$ cat src/rtl/core_pkg.sv
// Shared defaults for the core's register file and scoreboard.
package core_pkg;

  localparam int unsigned DATA_W_DEF = 32;
  localparam int unsigned ADDR_W_DEF = 5;
  localparam int unsigned NUM_RD_DEF = 2;
  localparam int unsigned REG_ZERO   = 0;

endpackage

$ cat src/rtl/rf_scoreboard.sv
// Busy vector for registers with an outstanding writeback, plus a running busy count.
module rf_scoreboard
  import core_pkg::*;
#(
  parameter int unsigned ADDR_W   = ADDR_W_DEF,
  parameter int unsigned ZERO_REG = 1
) (
  input  logic                    clk,
  input  logic                    rst,
  input  logic                    wr_en,
  input  logic [ADDR_W-1:0]       wr_addr,
  input  logic                    iss_en,
  input  logic [ADDR_W-1:0]       iss_addr,
  input  logic                    flush,
  output logic [(2**ADDR_W)-1:0]  busy,
  output logic [ADDR_W:0]         busy_cnt
);

  localparam int unsigned Depth = 2 ** ADDR_W;

  logic [Depth-1:0] busy_q, busy_d;
  logic [ADDR_W:0]  cnt_q, cnt_d;
  logic             set, inc, dec;

  always_comb begin
    set = iss_en && !((ZERO_REG != 0) && (iss_addr == ADDR_W'(REG_ZERO)));
    // Counter only moves on real 0->1 / 1->0 transitions; a same-address set and clear nets to zero.
    inc = set && !busy_q[iss_addr];
    dec = wr_en && busy_q[wr_addr] && !(set && (iss_addr == wr_addr));

    busy_d = busy_q;
    cnt_d  = cnt_q;
    if (flush) begin
      busy_d = '0;
      cnt_d  = '0;
    end else begin
      if (wr_en) busy_d[wr_addr] = 1'b0;
      if (set)   busy_d[iss_addr] = 1'b1;
      cnt_d = cnt_q + (ADDR_W + 1)'(inc) - (ADDR_W + 1)'(dec);
    end
  end

  always_ff @(posedge clk) begin
    if (rst) begin
      busy_q <= '0;
      cnt_q  <= '0;
    end else begin
      busy_q <= busy_d;
      cnt_q  <= cnt_d;
    end
  end

  assign busy     = busy_q;
  assign busy_cnt = cnt_q;

endmodule

$ cat src/rtl/gp_register_file_sb.sv
// Parametrised register file with write-to-read bypass and an integrated RAW scoreboard.
module gp_register_file_sb
  import core_pkg::*;
#(
  parameter int unsigned DATA_W   = DATA_W_DEF,
  parameter int unsigned ADDR_W   = ADDR_W_DEF,
  parameter int unsigned NUM_RD   = NUM_RD_DEF,
  parameter int unsigned ZERO_REG = 1
) (
  input  logic                     clk,
  input  logic                     rst,
  input  logic [NUM_RD*ADDR_W-1:0] rd_addr,
  output logic [NUM_RD*DATA_W-1:0] rd_data,
  output logic [NUM_RD-1:0]        rd_busy,
  input  logic                     wr_en,
  input  logic [ADDR_W-1:0]        wr_addr,
  input  logic [DATA_W-1:0]        wr_data,
  input  logic                     iss_en,
  input  logic [ADDR_W-1:0]        iss_addr,
  input  logic                     flush,
  output logic [ADDR_W:0]          busy_cnt
);

  localparam int unsigned Depth = 2 ** ADDR_W;

  logic [DATA_W-1:0] regs_q [Depth];
  logic [Depth-1:0]  busy;
  logic              wr_zero;

  assign wr_zero = (ZERO_REG != 0) && (wr_addr == ADDR_W'(REG_ZERO));

  always_ff @(posedge clk) begin
    if (rst) begin
      for (int i = 0; i < Depth; i++) regs_q[i] <= '0;
    end else if (wr_en && !wr_zero) begin
      regs_q[wr_addr] <= wr_data;
    end
  end

  rf_scoreboard #(
    .ADDR_W   (ADDR_W),
    .ZERO_REG (ZERO_REG)
  ) u_scoreboard (
    .clk      (clk),
    .rst      (rst),
    .wr_en    (wr_en),
    .wr_addr  (wr_addr),
    .iss_en   (iss_en),
    .iss_addr (iss_addr),
    .flush    (flush),
    .busy     (busy),
    .busy_cnt (busy_cnt)
  );

  always_comb begin
    rd_data = '0;
    rd_busy = '0;
    for (int i = 0; i < NUM_RD; i++) begin
      logic [ADDR_W-1:0] ra;
      logic              hit;
      ra  = rd_addr[i*ADDR_W +: ADDR_W];
      hit = wr_en && (wr_addr == ra);
      if ((ZERO_REG != 0) && (ra == ADDR_W'(REG_ZERO))) begin
        rd_data[i*DATA_W +: DATA_W] = '0;
      end else if (hit) begin
        rd_data[i*DATA_W +: DATA_W] = wr_data;
      end else begin
        rd_data[i*DATA_W +: DATA_W] = regs_q[ra];
      end
      // A writeback landing this cycle resolves the hazard for its reader.
      rd_busy[i] = busy[ra] && !hit;
    end
  end

endmodule

$ cat config.mk
export PLATFORM = sky130hd
export DESIGN_NAME = gp_register_file_sb
export DESIGN_NICKNAME = d
export VERILOG_FILES = /design/src/rtl/core_pkg.sv /design/src/rtl/rf_scoreboard.sv /design/src/rtl/gp_register_file_sb.sv
export SDC_FILE = /design/constraint.sdc
export NUM_CORES = 2
export LEC_CHECK = 0
export BUFFER_PORTS_ARGS = -buffer_cell sky130_fd_sc_hd__buf_2
export CELL_PAD_IN_SITES_DETAIL_PLACEMENT = 0
export CELL_PAD_IN_SITES_GLOBAL_PLACEMENT = 1
export CORE_MARGIN = 2
export CORE_UTILIZATION = 45
export DETAILED_ROUTE_END_ITERATION = 8
export PLACE_DENSITY_LB_ADDON = 0.3
export SYNTH_ARGS = -nofsm -noshare
export SYNTH_HDL_FRONTEND = slang
export SYNTH_SLANG_ARGS = --single-unit
$ cat constraint.sdc
create_clock -name clk -period 5.7 [get_ports clk]
set_input_delay 0.285 -clock clk [delete_from_list [all_inputs] [get_ports clk]]
set_output_delay 0.285 -clock clk [all_outputs]
set_load 0.02 [all_outputs]
==> impl_results.md <==
* Register bit total from synthesis at 1062
* Max VDD drop at 0.255 mV
* Root buf cell: clkbuf_16
* # IOs at 129
* Worst r2r src: u_scoreboard.busy[31]$_SDFF_PP0_
* First-pass GRT wire length at 294000 um
* Total core area at 128000 um2
* Pleak at 22.2 nW
* Die height at 362 um
* DR iter-0 viols at 5972
* Final worst path period share at 69.6%
* F_max at 252 MHz
* Starting Density at 45.4%
* Hold_ws at 0.0456 ns
* Data required, critical path at 5.41 ns
* Detailed Place HPWL at 128000 um
* Total wire length at 212000 um
* Ranking of synthesized cells by area: edfxtp_1 (53%), mux4_2 (18%), and2_1 (11%)
* HP Start: iss_addr[2]
* Port bufs at 128
* Final Hold Fails at 0
* Critical path origin: rd_addr[6]
* TritonCTS Buffers at 115
* Register area share after synthesis at 54.5%
* # DRC at 0
* Clock-pin slew on the worst setup and hold paths at 0.07 ns
* Die width at 362 um
* GRT Overall Usage at 32.2%
* CTS tree: yes
* CTS max path bufs at 3
* Post-CTS Setup Inserts at 0
* Share of cells above drive strength 1 at 23.4%
* # clock sinks at 1062
* Critical Path Max Stage Delay at 0.72 ns
* Vias post-DR at 38800
* Endpoint type of the worst setup path: output port
* Status: completed
* Post-DP Area at 60100 um2
* Final Util at 50.1%
* Total gr overflow at 0
* Commonest cells after routing, fill and taps aside: edfxtp_1 (1024), and2_1 (997), mux4_2 (450)
* Ys async rst share at 0%
* Routability cong. at 0.899
* Slew Limit Fails at 0
* DRT Pass-1 Iters at 6
* Setup TNS at 0 ns
* Category of the worst setup path launch point: input port
* Hold WC Path Type: input port to flop
* Skew-Pair Late Insertion Delay at 0.76 ns
* Std cell rows at 131
* CP max stage cell: buf_4
* Fin area at 63900 um2
* RSZ-0062 raised after global routing: no
* Endpoints failing setup at 0
* NumNets Final at 4088
* Most used DFF post-synth: edfxtp_1
* Tot Pwr at 19.2 mW
* Synth-to-Final Area Change at 10.4%
* Crit-path cells: buf_8, buf_4, mux4_2, a22oi_1, a211oi_1, a21oi_1, o2bb2ai_1, buf_2
* Library cells used by synthesis at 64
* Largest net degree at the start of global routing at 101
* Skew final at 0.00979 ns
* CP delay by family, top: buffers and inverters
* H-Tree Depth at 3
* Final ANT Viol Nets at 0
* Pin slew with the least headroom to its limit at 1.37 ns
* Relative slew slack at 8.52%
* Vias per std cell at 6.71
* Routed len/inst at 36.7 um
* Setup CP Type: input port to output port
* Syn avg cell area at 14.3 um2
* Post-Syn Area at 57800 um2
* Most common cell after layout, fill and taps aside: edfxtp_1
* Top-area cell type share of the netlist area at 53.2%
* Max_cap viols at 0
* Yosys warning count at 0
* Die area at 131000 um2
* WP buf/inv at 3
* Yosys top cell by area: edfxtp_1
* Min cycle time layout at 3.97 ns
* Arrival time of the worst setup path at 3.68 ns
* Antenna violations before repair at 26
* Pwr dens at 301 nW/um2
* Critical Path Fanout Max at 54
* Post-synth EDFFs at 1024
* Vias in the first global route at 37600
* Gate Count Post-Synth at 4056
[registers in the layout (all words and copies together), names as in the netlist]
register	cells
regs_q	1024
u_scoreboard.busy	32
u_scoreboard.busy_cnt	6
[cell type report]
type	count	area [um2]
Inverter	16	60.1
Sequential cell	1062	31500
Clock buffer	137	2960
Multi-Input combinational cell	2581	24700
Clock inverter	74	762
Antenna cell	7	17.5
Tap cell	1662	2080
Timing Repair Buffer	248	1720
Fill cell	10700	63700
[metrics by stage]
step / setup slack (ns) / std cells
2_1_floorplan: 2.63 / 4087
4_1_cts: 1.93 / 5780
5_1_grt: 1.73 / 5781
6_report: 1.73 / 5787
3_3_place_gp: 1.77 / 5568
3_5_place_dp: 1.75 / 5568
[worst min-delay path, stage by stage]
cell and delay [ns]:
buf_2 0.18, nand2_1 0.08, nor2_1 0.08, nand2_1 0.07, a21oi_1 0.05
[path summary, 6_finish.rpt]
| check | to | slack [ns] | cells after the start |
|---|---|---|---|
| max reg2reg | u_scoreboard.busy_cnt[4]$_SDFF_PP0_ | 2.73 | 13 |
| min | u_scoreboard.busy[13]$_SDFF_PP0_ | 0.05 | 5 |
| min reg2reg | u_scoreboard.busy[0]$_SDFF_PP0_ | 0.50 | 1 |
| max | rd_data[52] | 1.73 | 8 |
[report_power, final]
part,internal (mW),switching (mW),total (mW)
Clock,4.28,3.27,7.56
Combinational,0.913,1.57,2.48
Sequential,8.98,0.217,9.19
Total,14.2,5.06,19.2
[cell families (layout without fill, tap and decap cells)]
kind of cell             count (synthesis)  after routing  synth area share (%)
flip-flops                            1062           1062                  54.5
XOR/XNOR                                19             19                 0.288
AO/OA/AOI/OAI                          534            534                  6.40
buffers and inverters                  444            475                  3.58
other                                    1             39               0.00648
adder cells (fa/ha/maj)                  7              7                 0.164
AND/OR/NAND/NOR                       1290           1290                  13.2
multiplexers                           699            699                  21.8
[routing by layer]
layer  global-route usage (%)  up-vias  part of all wire (%)
met3                     8.71      473                    12
li1                         -    15500                     -
met1                     44.5    20200                    39
met5                        0        -                 0.041
met4                     11.4       14                   4.1
met2                     49.0     2653                    45
[synth_stat cells, types with 7 or more instances]
| cell | instances |
|---|---|
| edfxtp_1 | 1024 |
| and2_1 | 998 |
| mux4_2 | 450 |
| clkbuf_1 | 281 |
| mux2i_1 | 247 |
| a22oi_1 | 164 |
| a21oi_1 | 120 |
| nand2_1 | 101 |
| buf_2 | 76 |
| nor2_1 | 67 |
| o21ai_0 | 60 |
| dfxtp_1 | 38 |
| or2_2 | 32 |
| buf_4 | 29 |
| a221oi_1 | 26 |
| nand3_1 | 21 |
| o22ai_1 | 21 |
| buf_1 | 19 |
| o221a_2 | 19 |
| a211oi_1 | 18 |
| buf_6 | 17 |
| inv_1 | 16 |
| nor2b_1 | 16 |
| a211o_1 | 15 |
| o2bb2ai_1 | 14 |
| o21ai_1 | 13 |
| nand4_1 | 11 |
| xnor2_1 | 10 |
| nor3b_1 | 9 |
| xor2_1 | 9 |
| o22a_1 | 8 |
| a22o_1 | 7 |
| nor3_1 | 7 |
| o221ai_1 | 7 |
[timing repair]
item,4_1_cts,5_1_grt
hold buffers,1,0
hold endpoints to repair,3,0
resized for setup,0,0
No activity file was read; power rests on OpenSTA's default activity.
